==> config.mk <==
export PLATFORM = sky130hd
export DESIGN_NAME = alu_seq_slice
export DESIGN_NICKNAME = d
export VERILOG_FILES = /design/src/rtl/alu_seq_pkg.sv /design/src/rtl/alu_seq_slice_alu_slice4.sv /design/src/rtl/alu_seq_slice.sv
export SDC_FILE = /design/constraint.sdc
export NUM_CORES = 1
export LEC_CHECK = 0
export ABC_AREA = 1
export BUFFER_PORTS_ARGS = -buffer_cell sky130_fd_sc_hd__buf_2
export CORE_MARGIN = 2
export CORE_UTILIZATION = 30
export CTS_BUF_LIST = sky130_fd_sc_hd__clkbuf_8 sky130_fd_sc_hd__clkbuf_16
export CTS_CLUSTER_DIAMETER = 80
export DETAILED_ROUTE_END_ITERATION = 6
export GPL_ROUTABILITY_DRIVEN = 0
export PLACE_DENSITY_LB_ADDON = 0.05
export SYNTH_ARGS = -nofsm -noshare
export SYNTH_HDL_FRONTEND = slang
export SYNTH_SLANG_ARGS = --single-unit
==> constraint.sdc <==
create_clock -name clk -period 2.9 [get_ports clk]
set_input_delay 0.29 -clock clk [delete_from_list [all_inputs] [get_ports clk]]
set_output_delay 0.29 -clock clk [all_outputs]
set_load 0.005 [all_outputs]
==> src/rtl/alu_seq_pkg.sv <==
// Shared definitions for the nibble-serial ALU.
//   - function-select codes for s
//   - FSM state type
//   - xy_sel(): maps s and one A/B nibble pair to the {X,Y} adder operand nibbles
package alu_seq_pkg;

   localparam logic [3:0] S_A           = 4'd0;   // X=A,     Y=0
   localparam logic [3:0] S_AOB         = 4'd1;   // X=A|B,   Y=0
   localparam logic [3:0] S_AONB        = 4'd2;   // X=A|~B,  Y=0
   localparam logic [3:0] S_M1          = 4'd3;   // X=0,     Y=1s
   localparam logic [3:0] S_A_P_ANB     = 4'd4;   // X=A,     Y=A&~B
   localparam logic [3:0] S_AOB_P_ANB   = 4'd5;   // X=A|B,   Y=A&~B
   localparam logic [3:0] S_A_M_B       = 4'd6;   // X=A,     Y=~B
   localparam logic [3:0] S_AB_M1       = 4'd7;   // X=A&B,   Y=1s
   localparam logic [3:0] S_A_P_AB      = 4'd8;   // X=A,     Y=A&B
   localparam logic [3:0] S_A_P_B       = 4'd9;   // X=A,     Y=B
   localparam logic [3:0] S_AONB_P_AB   = 4'd10;  // X=A|~B,  Y=A&B
   localparam logic [3:0] S_AB_M1_ALT   = 4'd11;  // X=A&B,   Y=1s
   localparam logic [3:0] S_A_P_A       = 4'd12;  // X=A,     Y=A
   localparam logic [3:0] S_AOB_P_A     = 4'd13;  // X=A|B,   Y=A
   localparam logic [3:0] S_AONB_P_A    = 4'd14;  // X=A|~B,  Y=A
   localparam logic [3:0] S_A_M1        = 4'd15;  // X=A,     Y=1s

   typedef enum logic [1:0] {
      IDLE = 2'd0,
      RUN  = 2'd1,
      DONE = 2'd2
   } state_t;

   // Returns {X, Y}. Bitwise only, so it works nibble by nibble.
   function automatic logic [7:0] xy_sel(input logic [3:0] s,
                                         input logic [3:0] a,
                                         input logic [3:0] b);
      logic [3:0] x;
      logic [3:0] y;
      x = a;
      y = 4'h0;
      case (s)
         S_A:         begin x = a;      y = 4'h0;   end
         S_AOB:       begin x = a | b;  y = 4'h0;   end
         S_AONB:      begin x = a | ~b; y = 4'h0;   end
         S_M1:        begin x = 4'h0;   y = 4'hF;   end
         S_A_P_ANB:   begin x = a;      y = a & ~b; end
         S_AOB_P_ANB: begin x = a | b;  y = a & ~b; end
         S_A_M_B:     begin x = a;      y = ~b;     end
         S_AB_M1:     begin x = a & b;  y = 4'hF;   end
         S_A_P_AB:    begin x = a;      y = a & b;  end
         S_A_P_B:     begin x = a;      y = b;      end
         S_AONB_P_AB: begin x = a | ~b; y = a & b;  end
         S_AB_M1_ALT: begin x = a & b;  y = 4'hF;   end
         S_A_P_A:     begin x = a;      y = a;      end
         S_AOB_P_A:   begin x = a | b;  y = a;      end
         S_AONB_P_A:  begin x = a | ~b; y = a;      end
         default:     begin x = a;      y = 4'hF;   end  // S_A_M1
      endcase
      return {x, y};
   endfunction

endpackage

==> src/rtl/alu_seq_slice_alu_slice4.sv <==
// alu_slice4: combinational 4-bit slice, carry-lookahead adder plus per-bit logic unit.
// Ports:
//   x, y   in  4  adder operands (already mapped from A/B by xy_sel)
//   a, b   in  4  raw operand nibbles for the logic unit
//   s      in  4  function select (logic mode truth-table bits)
//   m      in  1  1 = logic result, 0 = sum
//   cin    in  1  active-high carry into bit 0
//   f      out 4  result nibble
//   cout   out 1  active-high carry out of bit 3 (meaningful in arithmetic mode only)
module alu_slice4 (
   input  logic [3:0] x,
   input  logic [3:0] y,
   input  logic [3:0] a,
   input  logic [3:0] b,
   input  logic [3:0] s,
   input  logic       m,
   input  logic       cin,
   output logic [3:0] f,
   output logic       cout
);

   logic [3:0] g;
   logic [3:0] p;
   logic [4:0] c;
   logic [3:0] sum;
   logic [3:0] lgc;

   assign g = x & y;
   assign p = x ^ y;

   // Flat lookahead equations; every carry depends only on g, p and cin.
   assign c[0] = cin;
   assign c[1] = g[0] | (p[0] & cin);
   assign c[2] = g[1] | (p[1] & g[0]) | (p[1] & p[0] & cin);
   assign c[3] = g[2] | (p[2] & g[1]) | (p[2] & p[1] & g[0])
               | (p[2] & p[1] & p[0] & cin);
   assign c[4] = g[3] | (p[3] & g[2]) | (p[3] & p[2] & g[1])
               | (p[3] & p[2] & p[1] & g[0])
               | (p[3] & p[2] & p[1] & p[0] & cin);

   assign sum = p ^ c[3:0];

   // s acts as a truth table indexed by {a,b}: s0 for 01, s1 for 00, s2 for 10, s3 for 11.
   assign lgc = (~a &  b & {4{~s[0]}})
              | (~a & ~b & {4{~s[1]}})
              | ( a & ~b & {4{ s[2]}})
              | ( a &  b & {4{ s[3]}});

   assign f    = m ? lgc : sum;
   assign cout = c[4];

endmodule

==> src/rtl/alu_seq_slice.sv <==
// alu_seq_slice: multi-cycle WIDTH-bit ALU that reuses one alu_slice4, one nibble per
// cycle from LSB to MSB, with the inter-nibble carry held in a register.
// Ports:
//   clk, rst            clock, synchronous active-high reset
//   in_valid/in_ready   operand handshake (a, b, s, m, cin_n captured on acceptance)
//   out_valid/out_ready result handshake
//   f                   WIDTH-bit result
//   cout_n              active-low carry out of the MSB nibble, 1 in logic mode
//   zero                f == 0
//
// state | meaning
// IDLE  | waiting for an operand bundle, in_ready high
// RUN   | one nibble per cycle, idx_q selects the nibble
// DONE  | result held, out_valid high until out_ready
module alu_seq_slice
   import alu_seq_pkg::*;
#(
   parameter int WIDTH = 16
) (
   input  logic             clk,
   input  logic             rst,
   input  logic             in_valid,
   output logic             in_ready,
   input  logic [WIDTH-1:0] a,
   input  logic [WIDTH-1:0] b,
   input  logic [3:0]       s,
   input  logic             m,
   input  logic             cin_n,
   output logic             out_valid,
   input  logic             out_ready,
   output logic [WIDTH-1:0] f,
   output logic             cout_n,
   output logic             zero
);

   localparam int NSLICE = WIDTH / 4;
   localparam int IDXW   = (NSLICE > 1) ? $clog2(NSLICE) : 1;
   localparam logic [IDXW-1:0] LAST_IDX = IDXW'(NSLICE - 1);

   state_t           state_q;
   logic [IDXW-1:0]  idx_q;
   logic             carry_q;
   logic [WIDTH-1:0] a_q;
   logic [WIDTH-1:0] b_q;
   logic [3:0]       s_q;
   logic             m_q;
   logic [WIDTH-1:0] f_q;
   logic             cout_n_q;
   logic             out_valid_q;

   logic [3:0]       a_nib;
   logic [3:0]       b_nib;
   logic [7:0]       xy;
   logic [3:0]       slice_f;
   logic             slice_cout;

   assign a_nib = a_q[{idx_q, 2'b00} +: 4];
   assign b_nib = b_q[{idx_q, 2'b00} +: 4];
   assign xy    = xy_sel(s_q, a_nib, b_nib);

   alu_slice4 u_slice (
      .x    (xy[7:4]),
      .y    (xy[3:0]),
      .a    (a_nib),
      .b    (b_nib),
      .s    (s_q),
      .m    (m_q),
      .cin  (carry_q),
      .f    (slice_f),
      .cout (slice_cout)
   );

   // Gated by rst so in_ready is already low during the reset cycle itself.
   assign in_ready  = (state_q == IDLE) && !rst;
   assign out_valid = out_valid_q;
   assign f         = f_q;
   assign cout_n    = cout_n_q;
   assign zero      = (f_q == '0);

   always_ff @(posedge clk) begin
      if (rst) begin
         state_q     <= IDLE;
         idx_q       <= '0;
         carry_q     <= 1'b0;
         a_q         <= '0;
         b_q         <= '0;
         s_q         <= 4'h0;
         m_q         <= 1'b0;
         f_q         <= '0;
         cout_n_q    <= 1'b1;
         out_valid_q <= 1'b0;
      end else begin
         case (state_q)
            IDLE: begin
               if (in_valid) begin
                  a_q     <= a;
                  b_q     <= b;
                  s_q     <= s;
                  m_q     <= m;
                  carry_q <= ~cin_n;
                  idx_q   <= '0;
                  state_q <= RUN;
               end
            end
            RUN: begin
               f_q[{idx_q, 2'b00} +: 4] <= slice_f;
               carry_q                  <= slice_cout;
               if (idx_q == LAST_IDX) begin
                  cout_n_q    <= m_q ? 1'b1 : ~slice_cout;
                  out_valid_q <= 1'b1;
                  state_q     <= DONE;
               end else begin
                  idx_q <= idx_q + 1'b1;
               end
            end
            DONE: begin
               if (out_ready) begin
                  out_valid_q <= 1'b0;
                  state_q     <= IDLE;
               end
            end
            default: begin
               out_valid_q <= 1'b0;
               state_q     <= IDLE;
            end
         endcase
      end
   end

endmodule

Word-level counts from Yosys, hierarchy flattened:

Cells that the tools add are included.

* $add $sub $neg: 2
* multiply operators: 0
* divide/modulo/power cells: 0
* magnitude comparators: 0
* equality and inequality tests: 21
* shifts and indexed selects: 4
* mux-type cells: 17
* bitwise operators: 49
* reductions and logical operators: 19

Operators with widths (count)
* $and A4 B4 Y4: 9
* $shiftx A16 B5 Y4: 2
* $eq A4 B4 Y1 const B: 7
* $pmux W4 S6: 1
* $or A4 B4 Y4: 5
* $and A1 B1 Y1: 16
* $bwmux W16: 1
* $eq A4 B3 Y1 const B: 4
* $logic_not A16 Y1: 1
* $pmux W4 S4: 1
* $shift A4 B6 Y16 const A: 1
* $shiftx A4 B6 Y16: 1
* $reduce_or A3 Y1: 4
* $mux W2: 5
* $or A1 B1 Y1: 10
* $reduce_and A3 Y1: 3
* $eq A4 B2 Y1 const B: 2
* $ne A2 B2 Y1 const B: 4
* $not A4 Y4: 2
* $xor A4 B4 Y4: 2
* $neg A4 Y6: 1
* $pmux W2 S3: 1
* $reduce_and A2 Y1: 3
* $reduce_or A2 Y1: 3
* 15 further kinds: 23

* register bits: 60
* latch bits: 0
* bits in writable memories: 0
* ROM bits: 0
* output and inout bits: 20
* word-level logic and storage cells: 122
* memories kept: 0

Depth between registers and ports, before layout:

Gate-level depths: netlist of run 1.

* depth after elaboration: 13
* depth in mapped cells: 21
* depth with buffers taken out: 20

Modules after synthesis:

A second synthesis of run 1 with hierarchy kept.

* cell total of the unflattened synthesis: 519
* area total of the unflattened synthesis: 3328.2 sq um

By module, submodules not included
* alu_seq_slice: times used 1, cells an instance 465, area each 3024.2 sq um
* alu_slice4: times used 1, cells an instance 54, area each 304.0 sq um

Worst setup path after synthesis of run 1:

No wires, ideal clock.

* path type: reg2reg
* start point: register idx_q[0]
* end point: register f_q[15] (netlist: f[15])
* setup time: 0.132 ns
* arrival time: 2.424 ns
* required time: 2.768 ns
* setup slack: 0.344 ns
* cell stages (with the launch flop): 21
* path buffers: 1
* cell sequence: dfxtp_1 -> inv_2 -> buf_6 -> nand2_1 -> nand3_1 -> nand2_1 -> inv_1 -> o21ai_0 -> nand2_1 -> o22ai_1 -> inv_1 -> ha_1 -> nand3_1 -> nand2_1 -> nand2_1 -> nand3_1 -> nand2_1 -> a21oi_1 -> nor2_4 -> nand4_1 -> a21oi_1

* word-level cells in the longest chain between the ends: 13
* elaborated cells between the ends (all ways): 42

Ends and longest elaborated chain
* from (decl): RTL line alu_seq_slice.sv:41 `logic [IDXW-1:0] idx_q;`
* from (signal assigned): RTL line alu_seq_slice.sv:113 `idx_q <= idx_q + 1'b1;`
* $shiftx A16 B5 Y4: RTL line alu_seq_slice.sv:58 `assign b_nib = b_q[{idx_q, 2'b00} +: 4];`
* $not A4 Y4
* $and A4 B4 Y4 / $or A4 B4 Y4 (equally long branches)
* $pmux W4 S6 / $pmux W4 S4 (equally long branches): RTL line alu_seq_pkg.sv:38 `case (s)`
* $xor A4 B4 Y4 / $and A4 B4 Y4 (equally long branches): RTL line alu_seq_slice_alu_slice4.sv:29, alu_seq_slice_alu_slice4.sv:28
* $and A1 B1 Y1, on equally long branches: RTL line alu_seq_slice_alu_slice4.sv:35, alu_seq_slice_alu_slice4.sv:36
* $or A1 B1 Y1, or another cell as far along: RTL line alu_seq_slice_alu_slice4.sv:35 `assign c[3] = g[2] | (p[2] & g[1]) | (p[2] & p[1] & g[0])`
* $or A1 B1 Y1 / $and A1 B1 Y1 (equally long branches): RTL line alu_seq_slice_alu_slice4.sv:35, alu_seq_slice_alu_slice4.sv:36
* $or A1 B1 Y1: RTL line alu_seq_slice_alu_slice4.sv:36 `| (p[2] & p[1] & p[0] & cin);`
* $xor A4 B4 Y4: RTL line alu_seq_slice_alu_slice4.sv:41 `assign sum = p ^ c[3:0];`
* $mux W4: RTL line alu_seq_slice_alu_slice4.sv:49 `assign f = m ? lgc : sum;`
* $shiftx A4 B6 Y16: RTL line alu_seq_slice.sv:106 `f_q[{idx_q, 2'b00} +: 4] <= slice_f;`
* $bwmux W16 *: RTL line alu_seq_slice.sv:106
* to (signal, indexed assignment): RTL line alu_seq_slice.sv:106
* to (decl): RTL line alu_seq_slice.sv:47 `logic [WIDTH-1:0] f_q;`

Every way passes the cells marked *; elsewhere a longest branch is shown, timed or not.
A chain may end at the register's enable or synchronous reset.

Worst setup path in the final report of run 1:

* start point: register idx_q[0]
* end point: register f_q[13] (netlist: f[13])

Same word-level chain as after synthesis.

==> results of run 1 <==
==> sequential cells by signal, indices dropped and copies added, names as in the netlist, 2 cells and up <==
register and flops:
s_q 4, a_q 16, b_q 16, state_q 2, idx_q 2, f 16
==> report_power, final <==
part	internal, mW	switching (mW)
registers	0.881	0.0425
logic	0.243	0.444
clock network	0.819	0.385
total	1.94	0.871
==> cell families after synthesis <==
group | Yosys count | share of synthesized area
AND/OR/NAND/NOR | 275 | 0.3518
AO/OA/AOI/OAI | 107 | 0.1670
buffers and inverters | 63 | 0.08275
flip-flops | 60 | 0.3500
adder cells (fa/ha/maj) | 12 | 0.04593
XOR/XNOR | 1 | 0.002552
==> worst max path at each step <==
stage | start | to | slack [ns] | cells past startpoint
after floorplan | idx_q[0] | f[15] | 0.34 | 20
after global placement | idx_q[0] | f[7] | 0.21 | 18
after detailed placement | idx_q[0] | f[11] | 0.14 | 19
after CTS | idx_q[0] | f[11] | 0.12 | 19
after global routing | idx_q[0] | f[7] | -0.02 | 21
final | idx_q[0] | f[13] | 0.25 | 17
==> area by class of cell <==
cell class              instances  area (sq um)
fillers                      1211          6959
repair buffers                 79         447.9
multi-input cells             395          1988
clock inverters                 3         68.82
well taps                     143         178.9
clock buffers                  12         266.5
flip-flops and latches         60          1206
inverters                      39         156.4
==> layer usage <==
| layer | up-vias | wire length, um | global-route usage |
|---|---|---|---|
| met4 | 0 | 161 | 0.06083 |
| li1 | 1857 | - | - |
| met5 | - | 0 | 0 |
| met1 | 1620 | 5105 | 0.2454 |
| met3 | 16 | 476 | 0.03390 |
| met2 | 77 | 4439 | 0.2491 |
==> cell usage after synthesis (all sizes together) <==
library cell and n:
nand3b 1, a21oi 41, a221oi 4, nor4 6
buf 11, ha 11, a211oi 3, nand4 10
a31oi 2, fa 1, nand3 44, a41oi 1
and3 1, xnor2 1, nand2 137, o22ai 1
nor2 73, clkbuf 13, nor3 3, o2111ai 2
dfxtp 60, o21ai 53, inv 39
==> what timing repair did <==
action / 4_1_cts / 5_1_grt
setup buffers: 0 / 5
resized for setup: 0 / 24
endpoints found under the setup margin: 0 / 18
==> through the flow <==
stage / TNS [ns] / instance area, sq um / util
final: 0 / 4313 / 0.3826
after global routing: -0.02655 / 4313 / 0.3826
after CTS: 0 / 4214 / 0.3738
after detailed placement: 0 / 3879 / 0.3441
after global placement: 0 / 3879 / 0.3441
after floorplan: 0 / 3432 / -
==> worst max-delay path, delay by kind of cell (launching register included) <==
family                   cells  cell delay [ns]
XOR/XNOR                     1             0.14
flip-flops                   1             0.38
AND/OR/NAND/NOR              9             0.95
buffers and inverters        4             0.45
AO/OA/AOI/OAI                2             0.23
adder cells (fa/ha/maj)      1             0.41
==> out/metrics.cfg, run 1 <==
[drt]
via_per_inst=4.884
wl_per_cell_um=13.93
vias=3570
drt_pass1_iterations=5
drtAntennaViolNets=0
drc=0
wirelength_um=10180
drt-initial-drc-count=167

[yosys]
ys_warn_count=0
avgSynthCellArea_sq_um=6.626
syn_area_sq_mm=0.003432
synth_cell_types=33
synth-seq-cells=60
yosys-top-cells-area=dfxtp_1 35%, nand2_1 14%, o21ai_0 7.7%, nor2_1 7.1%, nand3_1 6.3%
seq_area_frac_synth=0.3500
yosys.area.top_type=dfxtp_1
netlist.area_leader.share=0.3500
syn_inst=518
synth_fp_nets=572

[clock_network]
cts_tree=built
cts-root-buf=clkbuf_16
cts.sinks=60
htreeDepth=3
holdBufCountCts=0
clk_pin_slew_ns=0.06
cts_buffers=9
clk_path_buf_depth=2
clk_latency_ns=0.32

[floorplanning]
die_h_um=111.0
core_sq_mm=0.01127
dieArea_sq_mm=0.01231
io_pins=62
die_w_um=111.0
start_util=0.3045
num_rows=39

[placed_design]
io_buffers=61
dp_hpwl_um=7475
pre_cts_ws_ns=0.1374
dp_cells=711

[critical_path]
cp_slowest_cell=fa_1
cp.arrival_ns=2.90
path_cells=clkinv_4, buf_6, nand2_1, nand3_1, nand2_2, inv_2, nor2_1, nand2_1, nand2_1, o22ai_2, buf_4, fa_1, xnor2_1, nor2_1, nor2_2, nand4_1, a21oi_1
slowest_delay_ns=0.41
r2r-end=f[13]
cp_common_cell=nand2_1
setup.worst_path.class=register to register
crit_fanout=10
critPathCaptureType=register
ff2ff_path_depth=17
start_kind=register
r2r_slack_ns=0.25
required_ns=3.15
r2r-start=idx_q[0]

[final_layout]
drive_above_1_share=0.2109
layout_common_cells=129 x nand2_1, 65 x nor2_1, 61 x buf_2, 58 x dfxtp_1, 50 x o21ai_0
nNetsFinal=638
final_common_cell=nand2_1
instances_no_fill=731
syn2layout_area_growth_pct=25.67
antennaDiodeCount=0

[sta]
fin_skew_ns=0.007029
worst_slew_pin_slew_ns=0.8949
finalCritPeriodShare=0.9139
layout_setup_ws_ns=0.2496
fmax_mhz=377.3
slew_violations=0
setup_violations=0
final-hold-violation-count=0
post-route-min-period_ns=2.650
slew_headroom=0.4027
fin_hold_ws_ns=0.2136

[power_and_ir_drop]
p_leak_nw=2.000
total_power_mw=2.814
vdd_drop_max_v=0.0002898
p_per_area_mw_per_mm2=652.5

[min_path]
min_path_cells=3
min_path_type=primary input to register
hold_start=b[14]
hold_path_end=b_q[14]

[run]
drv_cap=0

[global_route]
grt_pass1_wl_um=16960
grt-ovfl-total=0
grt_pass1_vias=3373
track_usage=0.1694
grt_start_max_net_pins=53
antenna_found_initial=0

[outcome]
status=finished, final reports clean

Note: power is estimated with default switching activity, not from simulation.
==> run 2: changes to the inputs <==
- GPL_TIMING_DRIVEN: unset -> 0
- clock period: 2.9 -> 2.95 ns (I/O delays scaled with it)
==> out/metrics.cfg, run 2 (synthesis gave the netlist of run 1 again) <==
[final_layout]
antennaDiodeCount=0  ; unchanged
multi_input_area_sq_mm=0.002001  ; was 0.001988 sq mm
final_util=0.3823  ; was 0.3826
drive_above_1_share=0.2037  ; was 0.2109
fillers=1289  ; was 1211
ff_latch_area_sq_mm=0.001207  ; was 0.001206 sq mm
layout_common_cells=128 x nand2_1, 65 x nor2_1, 64 x buf_2, 57 x dfxtp_1, 53 x o21ai_0  ; was 129 x nand2_1, 65 x nor2_1, 61 x buf_2, 58 x dfxtp_1, 50 x o21ai_0
instances_no_fill=742  ; was 731
syn2layout_area_growth_pct=25.56  ; was 25.67%
nNetsFinal=649  ; was 638
final_common_cell=nand2_1  ; unchanged

[critical_path]
crit_start=idx_q[1]  ; was idx_q[0]
start_kind=register  ; unchanged
cp.arrival_ns=2.99  ; was 2.90 ns
required_ns=3.20  ; was 3.15 ns
crit_fanout=9  ; was 10
setup.worst_path.class=register to register  ; unchanged
r2r_slack_ns=0.21  ; was 0.25 ns
r2r-start=idx_q[1]  ; was idx_q[0]
critPathCaptureType=register  ; unchanged

[placed_design]
dp_hpwl_um=8310  ; was 7475 um
dp_cells=722  ; was 711
io_buffers=61  ; unchanged
pre_cts_ws_ns=-0.1521  ; was 0.1374 ns

[drt]
drt_pass1_iterations=5  ; unchanged
drt-initial-drc-count=183  ; was 167
wirelength_um=10720  ; was 10180 um
wl_per_cell_um=14.45  ; was 13.93 um
via_per_inst=4.767  ; was 4.884
vias=3537  ; was 3570
drc=0  ; unchanged
drtAntennaViolNets=0  ; unchanged

[clock_network]
holdBufCountCts=0  ; unchanged
cts_buffers=9  ; unchanged
clk_latency_ns=0.32  ; about the same
htreeDepth=3  ; unchanged
cts_tree=built  ; unchanged
cts-root-buf=clkbuf_16  ; unchanged
cts.sinks=60  ; unchanged
clk_path_buf_depth=2  ; unchanged
clk_pin_slew_ns=0.05  ; was 0.06 ns

[outcome]
status=finished, final reports clean  ; unchanged

[floorplanning]
num_rows=39  ; unchanged
die_w_um=111.0  ; unchanged
start_util=0.3045  ; unchanged
io_pins=62  ; unchanged
core_sq_mm=0.01127  ; unchanged
dieArea_sq_mm=0.01231  ; unchanged
die_h_um=111.0  ; unchanged

[global_route]
grt-ovfl-total=0  ; unchanged
grt_pass1_vias=3458  ; was 3373
track_usage=0.1800  ; was 0.1694
grt_pass1_wl_um=17690  ; was 16960 um
grt_start_max_net_pins=13  ; was 53
antenna_found_initial=0  ; unchanged

[sta]
setup_violations=0  ; unchanged
finalCritPeriodShare=0.9278  ; was 0.9139
rsz0062_at_grt=yes
slew_violations=0  ; unchanged
layout_setup_ws_ns=0.2131  ; was 0.2496 ns
worst_slew_pin_slew_ns=0.5267  ; was 0.8949 ns
post-route-min-period_ns=2.737  ; was 2.650 ns
final-hold-violation-count=0  ; unchanged
fmax_mhz=365.4  ; was 377.3 MHz
slew_headroom=0.6489  ; was 0.4027
fin_hold_ws_ns=0.1896  ; was 0.2136 ns
fin_skew_ns=0.005065  ; was 0.007029 ns

[min_path]
hold_start=rst  ; was b[14]
min_path_type=primary input to register  ; unchanged

[power_and_ir_drop]
vdd_drop_max_v=0.0002705  ; was 0.0002898 V
p_per_area_mw_per_mm2=593.5  ; was 652.5 mW/mm^2
total_power_mw=2.558  ; was 2.814 mW
p_leak_nw=1.990  ; was 2.000 nW

[run]
drv_cap=0  ; unchanged

==> run 2: final cells by class <==
class | instances | share of cell area
Multi-Input combinational cell | 395 | 0.4643
Sequential cell | 60 | 0.2802
Timing Repair Buffer | 66 | 0.07956
Clock buffer | 11 | 0.05865
Tap cell | 143 | 0.04152
Buffer | 24 | 0.03600
Inverter | 39 | 0.03571
Clock inverter | 4 | 0.004065
==> run 2: layer usage <==
layer,share of wire,track usage,vias to the layer above
met3,0.049,0.03554,2
met1,0.52,0.2624,1582
li1,-,-,1878
met2,0.43,0.2671,75
met4,0.0045,0.05583,0
met5,0,0,-
==> run 2: path summary, 6_finish.rpt <==
| kind | endpoint | cells past startpoint |
|---|---|---|
| max | f[9] | 15 |
| max reg2reg | f[9] | 15 |
| min | idx_q[0] | 2 |
| min reg2reg | cout_n | 2 |
==> run 2: report_power, final <==
part	switching, mW	internal [mW]	total [mW]
registers	0.0388	0.867	0.906
clock network	0.348	0.599	0.947
logic	0.455	0.249	0.704
total	0.842	1.72	2.56
==> run 2: worst max-delay path: stages (launching register included) <==
cell and delay [ns]:
dfxtp_2 0.36, buf_6 0.16, inv_6 0.06, buf_12 0.14, nand3_2 0.10, nand2_4 0.07, buf_4 0.13, o21ai_0 0.29
nor4_4 0.06, buf_4 0.14, fa_1 0.37, xnor2_1 0.20, nor2_1 0.07, nor2_2 0.23, nand3_1 0.12, a21oi_1 0.14
==> run 2: what timing repair did <==
item,in CTS,in global routing
pin swaps,0,4
setup endpoints to repair,5,18
setup buffers,0,5
cloned,0,0
gates resized for setup,2,22
hold endpoints to repair,0,0
==> run 2: through the flow <==
stage,area [sq um],TNS (ns)
floorplan,3432,0
global placement,3916,-0.5449
detailed placement,3916,-0.6515
CTS,4190,0
global route,4309,-0.005021
finish,4309,0
==> run 3: changes to the inputs <==
- MAX_ROUTING_LAYER: unset -> met4
==> out/metrics.cfg, run 3 (synthesis gave the netlist of run 1 again) <==
[sta]
setup-tns-final_ns=0  ; unchanged
rsz0062_at_grt=no  ; was yes
slew_headroom=0.6510  ; was 0.6489
finalCritPeriodShare=0.9229  ; was 0.9278
setup_violations=0  ; unchanged
slew_violations=0  ; unchanged
fin_skew_ns=0.003458  ; was 0.005065 ns
final-hold-violation-count=0  ; unchanged
fmax_mhz=367.3  ; was 365.4 MHz
worst_slew_pin_slew_ns=0.5235  ; was 0.5267 ns
post-route-min-period_ns=2.723  ; was 2.737 ns

[critical_path]
crit_buf_inv=5  ; unchanged
start_kind=register  ; unchanged
cp_slowest_cell=fa_1  ; unchanged
cp.arrival_ns=2.97  ; was 2.99 ns
crit_family=simple AND/OR/NAND/NOR gates  ; unchanged
critPathCaptureType=register  ; unchanged
cp_common_cell=buf_4  ; unchanged
slowest_delay_ns=0.37  ; about the same
path_cells=buf_6, inv_6, buf_12, nand3_2, nand2_4, buf_4, o21ai_0, nor4_4, buf_4, fa_1, xnor2_1, nor2_1, nor2_2, nand3_1, a21oi_1  ; unchanged
required_ns=3.20  ; about the same
setup.worst_path.class=register to register  ; unchanged
crit_fanout=9  ; unchanged

[clock_network]
clk_pin_slew_ns=0.05  ; about the same
cts-root-buf=clkbuf_16  ; unchanged
cts_tree=built  ; unchanged
clk_path_buf_depth=2  ; unchanged
cts_buffers=9  ; unchanged
htreeDepth=3  ; unchanged
cts.sinks=60  ; unchanged
clk_latency_ns=0.32  ; about the same

[power_and_ir_drop]
p_per_area_mw_per_mm2=593.6  ; was 593.5 mW/mm^2
p_int_mw=1.722  ; was 1.715 mW
netSwitchingPower_mw=0.8448  ; was 0.8422 mW
sequentialPowerShare=0.353  ; was 0.354
p_leak_nw=2.000  ; was 1.990 nW
vdd_drop_max_v=0.0002706  ; was 0.0002705 V
p_comb_frac=0.277  ; was 0.275
total_power_mw=2.567  ; was 2.558 mW
pwr-share-clk=0.370  ; about the same
switching_share=0.3291  ; was 0.3293

[outcome]
status=finished, final reports clean  ; unchanged

[drt]
drt-initial-drc-count=207  ; was 183
wl_per_cell_um=14.37  ; was 14.45 um
drtAntennaViolNets=0  ; unchanged
drt_pass1_iterations=5  ; unchanged
wirelength_um=10690  ; was 10720 um
vias=3522  ; was 3537
drc=0  ; unchanged
via_per_inst=4.734  ; was 4.767

[final_layout]
instances_no_fill=744  ; was 742
final_common_cell=nand2_1  ; unchanged
drive_above_1_share=0.2063  ; was 0.2037
layout_common_cells=128 x nand2_1, 65 x nor2_1, 64 x buf_2, 57 x dfxtp_1, 53 x o21ai_0  ; unchanged
antennaDiodeCount=0  ; unchanged
syn2layout_area_growth_pct=25.99  ; was 25.56%
fin_area_sq_mm=0.004324  ; was 0.004309 sq mm
nNetsFinal=651  ; was 649

[floorplanning]
die_w_um=111.0  ; unchanged
num_rows=39  ; unchanged
core_sq_mm=0.01127  ; unchanged
io_pins=62  ; unchanged
start_util=0.3045  ; unchanged
die_h_um=111.0  ; unchanged
dieArea_sq_mm=0.01231  ; unchanged

[global_route]
track_usage=0.1847  ; was 0.1800
grt_pass1_wl_um=17680  ; was 17690 um
grt_pass1_vias=3458  ; unchanged
grt_start_max_net_pins=13  ; unchanged
antenna_found_initial=0  ; unchanged
grt-ovfl-total=0  ; unchanged

[placed_design]
dp_hpwl_um=8310  ; unchanged
dp_cells=722  ; unchanged
io_buffers=61  ; unchanged
post_dp_cell_area_sq_mm=0.003916  ; unchanged

[run]
drv_cap=0  ; unchanged

[min_path]
min_path_type=primary input to register  ; unchanged

## run 3: cell count changes in the layout (fill, tap and decap cells not counted)
cell | previous run | this run
buf_4 | 6 | 8
## run 3: path summary, 6_finish.rpt
path	to	slack [ns]	from	cells after the start
setup reg to reg	f[9]	0.23	idx_q[1]	15
setup / recovery	f[9]	0.23	idx_q[1]	15
hold reg to reg	cout_n	0.46	cout_n	2
hold / removal	idx_q[0]	0.19	rst	2
## run 3: worst reg2reg max path: stages (launching register included)
cell,delay [ns]
dfxtp_2,0.36
buf_6,0.15
inv_6,0.06
buf_12,0.14
nand3_2,0.10
nand2_4,0.07
buf_4,0.13
o21ai_0,0.29
nor4_4,0.07
buf_4,0.15
fa_1,0.37
xnor2_1,0.20
nor2_1,0.08
nor2_2,0.22
nand3_1,0.12
a21oi_1,0.14
## run 3: power groups by stage
stage	registers, mW	clock network (mW)	logic, mW
after global routing	0.912	1.02	0.806
final	0.906	0.951	0.711
after floorplan	0.908	0	0.473
after global placement	0.919	0	0.660
after detailed placement	0.920	0	0.663
after CTS	0.904	0.980	0.667
## run 3: layout make-up
cell class              count  area, sq um
flip-flops and latches     60         1207
multi-input cells         395         2001
fillers                  1288         6948
inverters                  39        153.9
well taps                 143        178.9
clock buffers              11        252.7
clock inverters             4        17.52
plain buffers              24        155.1
repair buffers             68        357.8
## run 3: metrics by stage
step           utilization  worst slack [ns]  hold slack (ns)
2_1_floorplan            -            0.3937           0.3735
3_3_place_gp        0.3474           -0.1398           0.4416
3_5_place_dp        0.3474           -0.1521           0.4441
4_1_cts             0.3717          0.003122           0.1881
5_1_grt             0.3836          0.001797           0.2004
6_report            0.3836            0.2273           0.1895
## run 3: timing repair
| item | CTS | global route |
|---|---|---|
| pin swaps | 0 | 4 |
| hold buffers | 0 | 0 |
| endpoints found under the setup margin | 5 | 18 |
| buffers inserted | 0 | 7 |
| endpoints found under the hold margin | 0 | 0 |
| resized for setup | 2 | 22 |
## run 3: per-layer routing
layer | track usage | wire, um | vias up
li1 | - | - | 1885
met1 | 0.2651 | 5697 | 1568
met2 | 0.2671 | 4586 | 65
met3 | 0.02952 | 341 | 4
met4 | 0.05583 | 64 | 0
met5 | - | 0 | -
